`src/rtl/gmii_pkg.sv`:
```
// Shared GMII receive constants, defaults and the deframer state encoding.
package gmii_pkg;

   localparam logic [7:0] GMII_PRE = 8'h55;
   localparam logic [7:0] GMII_SFD = 8'hD5;

   localparam int unsigned GMII_MIN_LEN = 14;
   localparam int unsigned GMII_MAX_LEN = 1522;

   // Preamble counter width; the count saturates at its all-ones value.
   localparam int unsigned GMII_PRE_CNT_W = 3;

   typedef enum logic [1:0] {
      ST_IDLE = 2'd0,
      ST_PRE  = 2'd1,
      ST_DATA = 2'd2,
      ST_DROP = 2'd3
   } rx_state_t;

endpackage : gmii_pkg

```
`src/rtl/gmii_rx_deframer.sv`:
```
// GMII receive deframer: strips preamble/SFD, marks SOF/EOF, reports length
// and malformed frames, and pulses on SFD for timestamp capture.
module gmii_rx_deframer
   import gmii_pkg::*;
#(
   parameter int unsigned MIN_PRE = 3,
   parameter int unsigned MIN_LEN = GMII_MIN_LEN,
   parameter int unsigned MAX_LEN = GMII_MAX_LEN,
   parameter int unsigned LEN_W   = 16
) (
   input  logic             gmii_clk,
   input  logic             rst_n,
   input  logic             gmii_ctrl,
   input  logic [7:0]       gmii_data,
   output logic             sfd_pulse,
   output logic             frm_valid,
   output logic [7:0]       frm_data,
   output logic             frm_sof,
   output logic             frm_eof,
   output logic [LEN_W-1:0] frm_len,
   output logic             frm_err
);

   localparam int unsigned PRE_W = GMII_PRE_CNT_W;
   localparam logic [PRE_W-1:0] PRE_SAT = '1;

   rx_state_t        state_q, state_d;
   logic [PRE_W-1:0] pre_cnt_q, pre_cnt_d;
   logic [LEN_W-1:0] len_cnt_q, len_cnt_d;
   logic [7:0]       hold_q, hold_d;
   logic             sfd_pend_q, sfd_pend_d;

   logic             sfd_pulse_d;
   logic             frm_valid_d;
   logic [7:0]       frm_data_d;
   logic             frm_sof_d;
   logic             frm_eof_d;
   logic [LEN_W-1:0] frm_len_d;
   logic             frm_err_d;

   // State, counters, hold buffer and registered outputs.
   always_ff @(posedge gmii_clk or negedge rst_n) begin
      if (!rst_n) begin
         state_q    <= ST_IDLE;
         pre_cnt_q  <= '0;
         len_cnt_q  <= '0;
         hold_q     <= '0;
         sfd_pend_q <= 1'b0;
         sfd_pulse  <= 1'b0;
         frm_valid  <= 1'b0;
         frm_data   <= '0;
         frm_sof    <= 1'b0;
         frm_eof    <= 1'b0;
         frm_len    <= '0;
         frm_err    <= 1'b0;
      end else begin
         state_q    <= state_d;
         pre_cnt_q  <= pre_cnt_d;
         len_cnt_q  <= len_cnt_d;
         hold_q     <= hold_d;
         sfd_pend_q <= sfd_pend_d;
         sfd_pulse  <= sfd_pulse_d;
         frm_valid  <= frm_valid_d;
         frm_data   <= frm_data_d;
         frm_sof    <= frm_sof_d;
         frm_eof    <= frm_eof_d;
         frm_len    <= frm_len_d;
         frm_err    <= frm_err_d;
      end
   end

   // Next-state and next-output decode. The SFD pulse is delayed one extra
   // cycle through sfd_pend so it lands one cycle before the first frame byte.
   // A held byte exists whenever len_cnt_q is non-zero; it is the first
   // byte of the frame when len_cnt_q is one.
   always_comb begin
      state_d     = state_q;
      pre_cnt_d   = pre_cnt_q;
      len_cnt_d   = len_cnt_q;
      hold_d      = hold_q;
      sfd_pend_d  = 1'b0;
      sfd_pulse_d = sfd_pend_q;
      frm_valid_d = 1'b0;
      frm_data_d  = frm_data;
      frm_sof_d   = 1'b0;
      frm_eof_d   = 1'b0;
      frm_len_d   = frm_len;
      frm_err_d   = 1'b0;

      case (state_q)
         ST_IDLE: begin
            if (gmii_ctrl) begin
               if (gmii_data == GMII_PRE) begin
                  state_d   = ST_PRE;
                  pre_cnt_d = PRE_W'(1);
               end else begin
                  state_d = ST_DROP;
               end
            end
         end

         ST_PRE: begin
            if (!gmii_ctrl) begin
               state_d = ST_IDLE;
            end else if (gmii_data == GMII_PRE) begin
               if (pre_cnt_q != PRE_SAT) begin
                  pre_cnt_d = pre_cnt_q + PRE_W'(1);
               end
            end else if ((gmii_data == GMII_SFD) && (32'(pre_cnt_q) >= MIN_PRE)) begin
               state_d    = ST_DATA;
               sfd_pend_d = 1'b1;
               len_cnt_d  = '0;
            end else begin
               state_d   = ST_DROP;
               frm_err_d = 1'b1;
            end
         end

         ST_DATA: begin
            if (gmii_ctrl) begin
               if (len_cnt_q == LEN_W'(MAX_LEN)) begin
                  // Oversize: close the frame on the last accepted byte.
                  frm_valid_d = 1'b1;
                  frm_data_d  = hold_q;
                  frm_sof_d   = (len_cnt_q == LEN_W'(1));
                  frm_eof_d   = 1'b1;
                  frm_err_d   = 1'b1;
                  frm_len_d   = LEN_W'(MAX_LEN);
                  state_d     = ST_DROP;
               end else begin
                  hold_d    = gmii_data;
                  len_cnt_d = len_cnt_q + LEN_W'(1);
                  if (len_cnt_q != '0) begin
                     frm_valid_d = 1'b1;
                     frm_data_d  = hold_q;
                     frm_sof_d   = (len_cnt_q == LEN_W'(1));
                  end
               end
            end else begin
               if (len_cnt_q != '0) begin
                  frm_valid_d = 1'b1;
                  frm_data_d  = hold_q;
                  frm_sof_d   = (len_cnt_q == LEN_W'(1));
                  frm_eof_d   = 1'b1;
                  frm_len_d   = len_cnt_q;
                  frm_err_d   = (len_cnt_q < LEN_W'(MIN_LEN));
               end else begin
                  // SFD followed directly by end of carrier.
                  frm_err_d = 1'b1;
               end
               state_d = ST_IDLE;
            end
         end

         ST_DROP: begin
            if (!gmii_ctrl) begin
               state_d = ST_IDLE;
            end
         end

         default: begin
            state_d = ST_IDLE;
         end
      endcase
   end

endmodule : gmii_rx_deframer

```
`config.mk`:
```
export PLATFORM = sky130hd
export DESIGN_NAME = gmii_rx_deframer
export DESIGN_NICKNAME = d
export VERILOG_FILES = /design/src/rtl/gmii_pkg.sv /design/src/rtl/gmii_rx_deframer.sv
export SDC_FILE = /design/constraint.sdc
export NUM_CORES = 1
export LEC_CHECK = 0
export ABC_AREA = 1
export CAP_MARGIN = 20
export CORE_UTILIZATION = 46
export DETAILED_ROUTE_END_ITERATION = 16
export GPL_TIMING_DRIVEN = 0
export MAX_ROUTING_LAYER = met4
export PLACE_DENSITY = 0.71
export REMOVE_ABC_BUFFERS = 1
export SYNTH_ARGS = -nofsm -noshare
export SYNTH_HDL_FRONTEND = slang
export SYNTH_SLANG_ARGS = --single-unit
export TNS_END_PERCENT = 10
```
`constraint.sdc`:
```
create_clock -name gmii_clk -period 1.52 [get_ports gmii_clk]
set_input_delay 0.304 -clock gmii_clk [delete_from_list [all_inputs] [get_ports gmii_clk]]
set_output_delay 0.304 -clock gmii_clk [all_outputs]
set_load 0.005 [all_outputs]
```
==> results by group, run 1 <==
Floorplan
  – Row count: 30
  – Starting density of the core: 0.4762
  – Area of the die: 7374 um2
  – IO Pins: 40
  – Die height: 85.87 um
  – Die Wd: 85.87 um
  – Core box area: a little under 7000 um2

Synthesis
  – Most frequent cells after synthesis: 172 x nand2_1, 59 x dfrtp_1, 59 x nor2_1
  – Yosys reg bits: 59
  – Netlist cell types: 29
  – Top-count cell post-synth: nand2_1
  – EDFF count, synth: 0
  – Syn Std Cell Area: 3236 um2
  – Syn Inst Count: about 430
  – Sequential area share after synthesis: 0.4563
  – Mean Syn Cell Area: around 7.5 um2
  – Yosys warning count: 0
  – Yosys top cell by area: dfrtp_1
  – Synth top area share: 0.4563
  – Main flop type after synthesis: dfrtp_1
  – Async set-or-reset flop fraction in the synthesized netlist: 1.000
  – Synth top area cells: dfrtp_1 46%, nand2_1 20%, nor2_1 6.8%

Clock network
  – Max Root-Sink Buffers: 2
  – Clk_lat worst skew: 0.35 ns
  – Clock transition at path regs: 0.07 ns
  – TritonCTS Sinks: 59
  – Clock buffer count from CTS: 9
  – Root Driver: clkbuf_8
  – Htree depth: 3
  – Cts hold-fix bufs: 0
  – CTS tree: built

Setup path
  – Crit path DAT: 1.91 ns
  – R2R depth: 12
  – Kind of critical path: reg -> reg
  – Crit end category: register
  – Critical path peak fanout: 8
  – Startpoint Class: register
  – WP data required: about 1.8 ns

Detailed routing
  – Iter 0 DRT Violations: approximately 270
  – Post-route DRC: 0
  – ANT nets after route: 0
  – DR pass1 iterations: 5
  – Wire per inst: around 13 um
  – Via count: 2993
  – Routed wire length: 8.115 mm
  – Drt via density: around 5.0

Cells and area
  – P&R area growth vs syn: 39.06%
  – Share of cells above drive strength 1: 0.2174
  – Fill cell count: 534
  – Ant diodes: 0
  – Finished Layout Cells: 602
  – Nets: 523

Status
  – Violated checks: setup timing
  – Status: complete, but fails checks

Timing
  – Min cycle time layout: roughly 1.6 ns
  – RSZ-0062 raised after global routing: yes
  – Normalized max-slew margin: 0.4904
  – Max Slew Vio Count: 0
  – Fmax: 612.9 MHz
  – Final Hold Fails: 0
  – Clk_skew: about 0.011 ns
  – Final setup viols: 41
  – Crit share post-route: 1.073
  – Fin worst setup slack: -0.1115 ns
  – Tightest Pin Transition: ~0.76 ns

Global route
  – First-pass GRT wire length: 13.18 mm
  – Grt total ovfl: 0
  – Initial antenna violation count: 0
  – Vias in the first global route: 2773
  – Largest net degree at the start of global routing: 36
  – Global Route Usage Sum: 0.2383

Placed design
  – GP Congestion: between 0.9 and 1
  – Placed Cells: 558
  – Final HPWL DP: 4.804 mm
  – Port bufs: 39

Job
  – Max cap viols: 0

Power
  – Peak VDD IR: 0.0006950 V
  – Leakage: 0.002477 uW
  – Total power: roughly 6300 uW
  – Power per cell area: 1410 nW/um2

Hold path
  – Hold crit path type: in -> async
-- cell type report --
type	count	area, um2	share of cell area
multi-input cells	330	1857	0.4127
flip-flops and latches	59	1486	0.3304
repair buffers	62	691.9	0.1538
inverters	39	155.1	0.03448
clock buffers	11	151.4	0.03365
well taps	96	120.1	0.02670
clock inverters	5	37.54	0.008343
-- cells in the final DEF (no fill, tap or decap), drive strengths merged, types with 2 or more instances in the layout --
master	netlist	final
clkinvlp	0	3
nor2	65	67
a21oi	10	10
nand4	9	9
nand2	179	182
clkinv	3	5
or2	5	5
ha	11	11
o21ai	13	13
clkbuf	2	11
clkdlybuf4s50	0	15
inv	36	36
dfrtp	59	59
xor2	5	5
buf	9	24
nor3	2	2
nand3	22	23
dlymetal6s2s	0	22
-- registers in the layout, indices dropped and copies added (netlist names) --
register and count:
frm_valid 1, sfd_pulse 1, frm_data 8, frm_sof 1
frm_len 16, sfd_pend_q 1, frm_err 1, frm_eof 1
state_q 2, pre_cnt_q 3, hold_q 8, len_cnt_q 16
-- through the flow --
stage                     worst slack, ns  TNS (ns)    util  hold WS (ns)  instance area [um2]
after floorplan                   -0.1548    -3.494       -      0.008409                 3162
after global placement             -1.676   -134.94  0.5405        0.3350                 3672
after detailed placement          -0.9314    -40.03  0.5427        0.3387                 3687
after CTS                         -0.1410    -2.829  0.6284       0.05202                 4269
after global routing              -0.2271    -6.820  0.6622       0.09224                 4499
final                             -0.1115    -2.724  0.6622       0.02456                 4499
-- repair_timing --
action                     in CTS  in global routing
setup buffers                  16                  6
pin swaps                      21                 18
gates resized for setup        43                 52
gates cloned                    6                  0
setup endpoints to repair      57                 78
-- power breakdown --
group          switching (uW)  internal (uW)
clock                     647            681
sequential                215           1940
combinational            1550           1310
-- layer usage --
metal | GRT usage | wire length, um | part of all wire
met5 | - | 0 | 0
met4 | 0.09394 | 138 | 0.017
met1 | 0.3130 | 3705 | 0.46
met3 | 0.04524 | 322 | 0.040
met2 | 0.3644 | 3950 | 0.49
-- logic make-up after synthesis --
kind of cell,after synthesis,share of synthesized area
XOR/XNOR,5,0.01353
adder cells (fa/ha/maj),11,0.04254
AO/OA/AOI/OAI,23,0.03906
AND/OR/NAND/NOR,285,0.3805
flip-flops,59,0.4563
buffers and inverters,50,0.06806
-- worst paths after layout --
path	from	endpoint	slack, ns
worst min-delay path	rst_n	frm_valid	0.02
worst min register to register	sfd_pend_q	sfd_pulse	0.35
min in group gmii_clk	sfd_pend_q	sfd_pulse	0.35
max in group asynchronous	rst_n	len_cnt_q[12]	0.87
worst max-delay path	len_cnt_q[0]	frm_len[13]	-0.11
worst max register to register	len_cnt_q[0]	frm_len[13]	-0.11
-- critical path, cell delays in order (launching register included) --
cell,delay (ns)
dfrtp_2,0.43
inv_2,0.09
ha_4,0.13
nand2_2,0.05
inv_2,0.06
nand2_2,0.05
nor2_4,0.10
nand2_4,0.11
nand2_8,0.12
nand2_8,0.09
nor2_4,0.21
nand2_1,0.08
nand2_1,0.06
(Power assumes the default switching activity.)
==> run 2, diff against run 1 <==
CAP_MARGIN = 15   (was 20)
HOLD_SLACK_MARGIN = 0.02   (was not set)
==> results of run 2 <==
Same layout as run 1: the final DEF is identical, and so are final timing and power.
==> run 3, diff against run 2 <==
REMOVE_ABC_BUFFERS = not set   (was 1)
==> results by group, run 3 (synthesized netlist as in run 1, its figures left out) <==
Timing
  – Final Hold Fails: 0
  – Hold WS: 0.02124 ns
  – Tightest Pin Transition: 0.7630 ns
  – Final setup viols: 44
  – Setup TNS: -3.783 ns
  – RSZ-0062 raised after global routing: yes
  – Fin worst setup slack: -0.1162 ns
  – Normalized max-slew margin: 0.4914
  – Min cycle time layout: 1.636 ns
  – Crit share post-route: 1.076
  – Fmax: between 600 and 700 MHz
  – Clk_skew: 0.008682 ns
  – Max Slew Vio Count: 0

Status
  – Violated checks: setup timing
  – Status: complete, but fails checks

Setup path
  – Kind of critical path: reg -> reg
  – Startpoint Class: register
  – R2R depth: 13
  – Critical path peak fanout: 6
  – Crit-path most repeated cell: nand2_2
  – Crit path DAT: 1.92 ns
  – Worst path cell trace: inv_2 > ha_4 > nand2_2 > inv_2 > nand2_2 > nor2_2 > nand2_2 > nand2_4 > nand2_8 > nand2_8 > buf_6 > nand2_1 > nand2_1
  – Slowest stage cell, crit path: dfrtp_2
  – WP data required: 1.80 ns
  – Max incr delay on CP: 0.44 ns
  – Crit end category: register

Cells and area
  – Fill cell count: 585
  – Ant diodes: 0
  – Commonest non-fill, non-tap cells in the layout: 160 x nand2_1, 53 x nor2_1, 50 x dfrtp_1
  – Nets: 528
  – Storage cell area: 1488 um2
  – Largest regs: frm_len: 16 flops, len_cnt_q: 16 flops
  – P&R area growth vs syn: 35.31%
  – Commonest non-fill, non-tap cell in the layout: nand2_1
  – Area used by multi-input combinational logic: 1752 um2
  – Share of cells above drive strength 1: 0.2211
  – Finished Layout Cells: 607

Floorplan
  – Area of the die: 7374 um2
  – Die height: 85.87 um
  – Die Wd: 85.87 um
  – Core box area: 6794 um2
  – Starting density of the core: 0.4762
  – IO Pins: 40
  – Row count: 30

Clock network
  – Clock buffer count from CTS: 9
  – Clk_lat worst skew: about 0.35 ns
  – Max Root-Sink Buffers: 2
  – Root Driver: clkbuf_8
  – CTS tree: built
  – Clock transition at path regs: 0.07 ns
  – Cts hold-fix bufs: 0
  – TritonCTS Sinks: 59
  – Htree depth: 3

Detailed routing
  – Wire per inst: 13.08 um
  – Iter 0 DRT Violations: 144
  – Post-route DRC: 0
  – DR pass1 iterations: 4
  – ANT nets after route: 0
  – Drt via density: between 5 and 6
  – Via count: 3046
  – Routed wire length: around 7.9 mm

Global route
  – First-pass GRT wire length: 12.94 mm
  – Global Route Usage Sum: 0.2341
  – Grt total ovfl: 0
  – Largest net degree at the start of global routing: 33
  – Initial antenna violation count: 0
  – Vias in the first global route: 2738

Power
  – Leakage: 0.002171 uW
  – Total power: 6173 uW
  – Power per cell area: 1410 nW/um2
  – Peak VDD IR: 0.0006172 V

Hold path
  – Hold crit path type: in -> async

Job
  – Max cap viols: 0

Placed design
  – Placed Cells: about 570
  – GP Congestion: 0.8770
  – Port bufs: 39
  – Final HPWL DP: 5.314 mm

Synthesis
  – Post-Syn Nets: 455
[run 3: changes by cell type in the layout (fill, tap and decap cells not counted), sizes merged, moves of 2 or more]
cell,before,now
dlymetal6s2s,22,0
nand2,182,179
clkdlybuf4s50,15,33
dlygate4sd2,0,5
nor2,67,65
clkbuf,11,13
buf,24,31
[run 3: path summary, 6_finish.rpt]
check / slack [ns] / to / from
max: -0.12 / len_cnt_q[3] / len_cnt_q[0]
min in group gmii_clk: 0.36 / sfd_pulse / sfd_pend_q
min reg2reg: 0.36 / sfd_pulse / sfd_pend_q
max in group asynchronous: 0.89 / frm_len[9] / rst_n
min: 0.02 / hold_q[3] / rst_n
max reg2reg: -0.12 / len_cnt_q[3] / len_cnt_q[0]
[run 3: cell type report]
class	instances	share of cell area
buffer	11	0.02372
sequential	59	0.3398
timing repair buffer	61	0.1355
clock inverter	6	0.009717
tap	96	0.02744
clock buffer	10	0.02915
inverter	39	0.03458
multi-input combinational	325	0.4001
[run 3: report_power, final]
| group | switching (uW) | internal, uW |
|---|---|---|
| clock network | 665 | 590 |
| logic | 1430 | 1340 |
| registers | 207 | 1940 |
| total | 2300 | 3870 |
[run 3: timing repair]
action | CTS | global route
setup buffers | 16 | 3
endpoints found under the setup margin | 58 | 73
gates cloned | 3 | 0
pin swaps | 12 | 23
gates resized for setup | 22 | 50
[run 3: metal layers]
metal  vias to the layer above  global-route usage  share of wire
li1                       1497                   -              -
met1                      1423              0.3083           0.45
met2                       104              0.3636           0.49
met3                        22             0.04812          0.052
met4                         0             0.07424          0.014
met5                         -                   -              0
[run 3: critical path: cells and delay by family (launching register included)]
kind	cells	cell delay, ns
buffers and inverters	3	0.27
DFF	1	0.44
adders and majority gates	1	0.12
and+or+nand+nor	9	0.73
[run 3: stage by stage]
stage | instance area (um2) | setup WS (ns) | util
final | 4378 | -0.1162 | 0.6444
after global routing | 4378 | -0.1974 | 0.6444
after CTS | 4169 | -0.1320 | 0.6136
after detailed placement | 3794 | -0.4317 | 0.5584
after global placement | 3779 | -1.936 | 0.5562
after floorplan | 3268 | -0.02350 | -
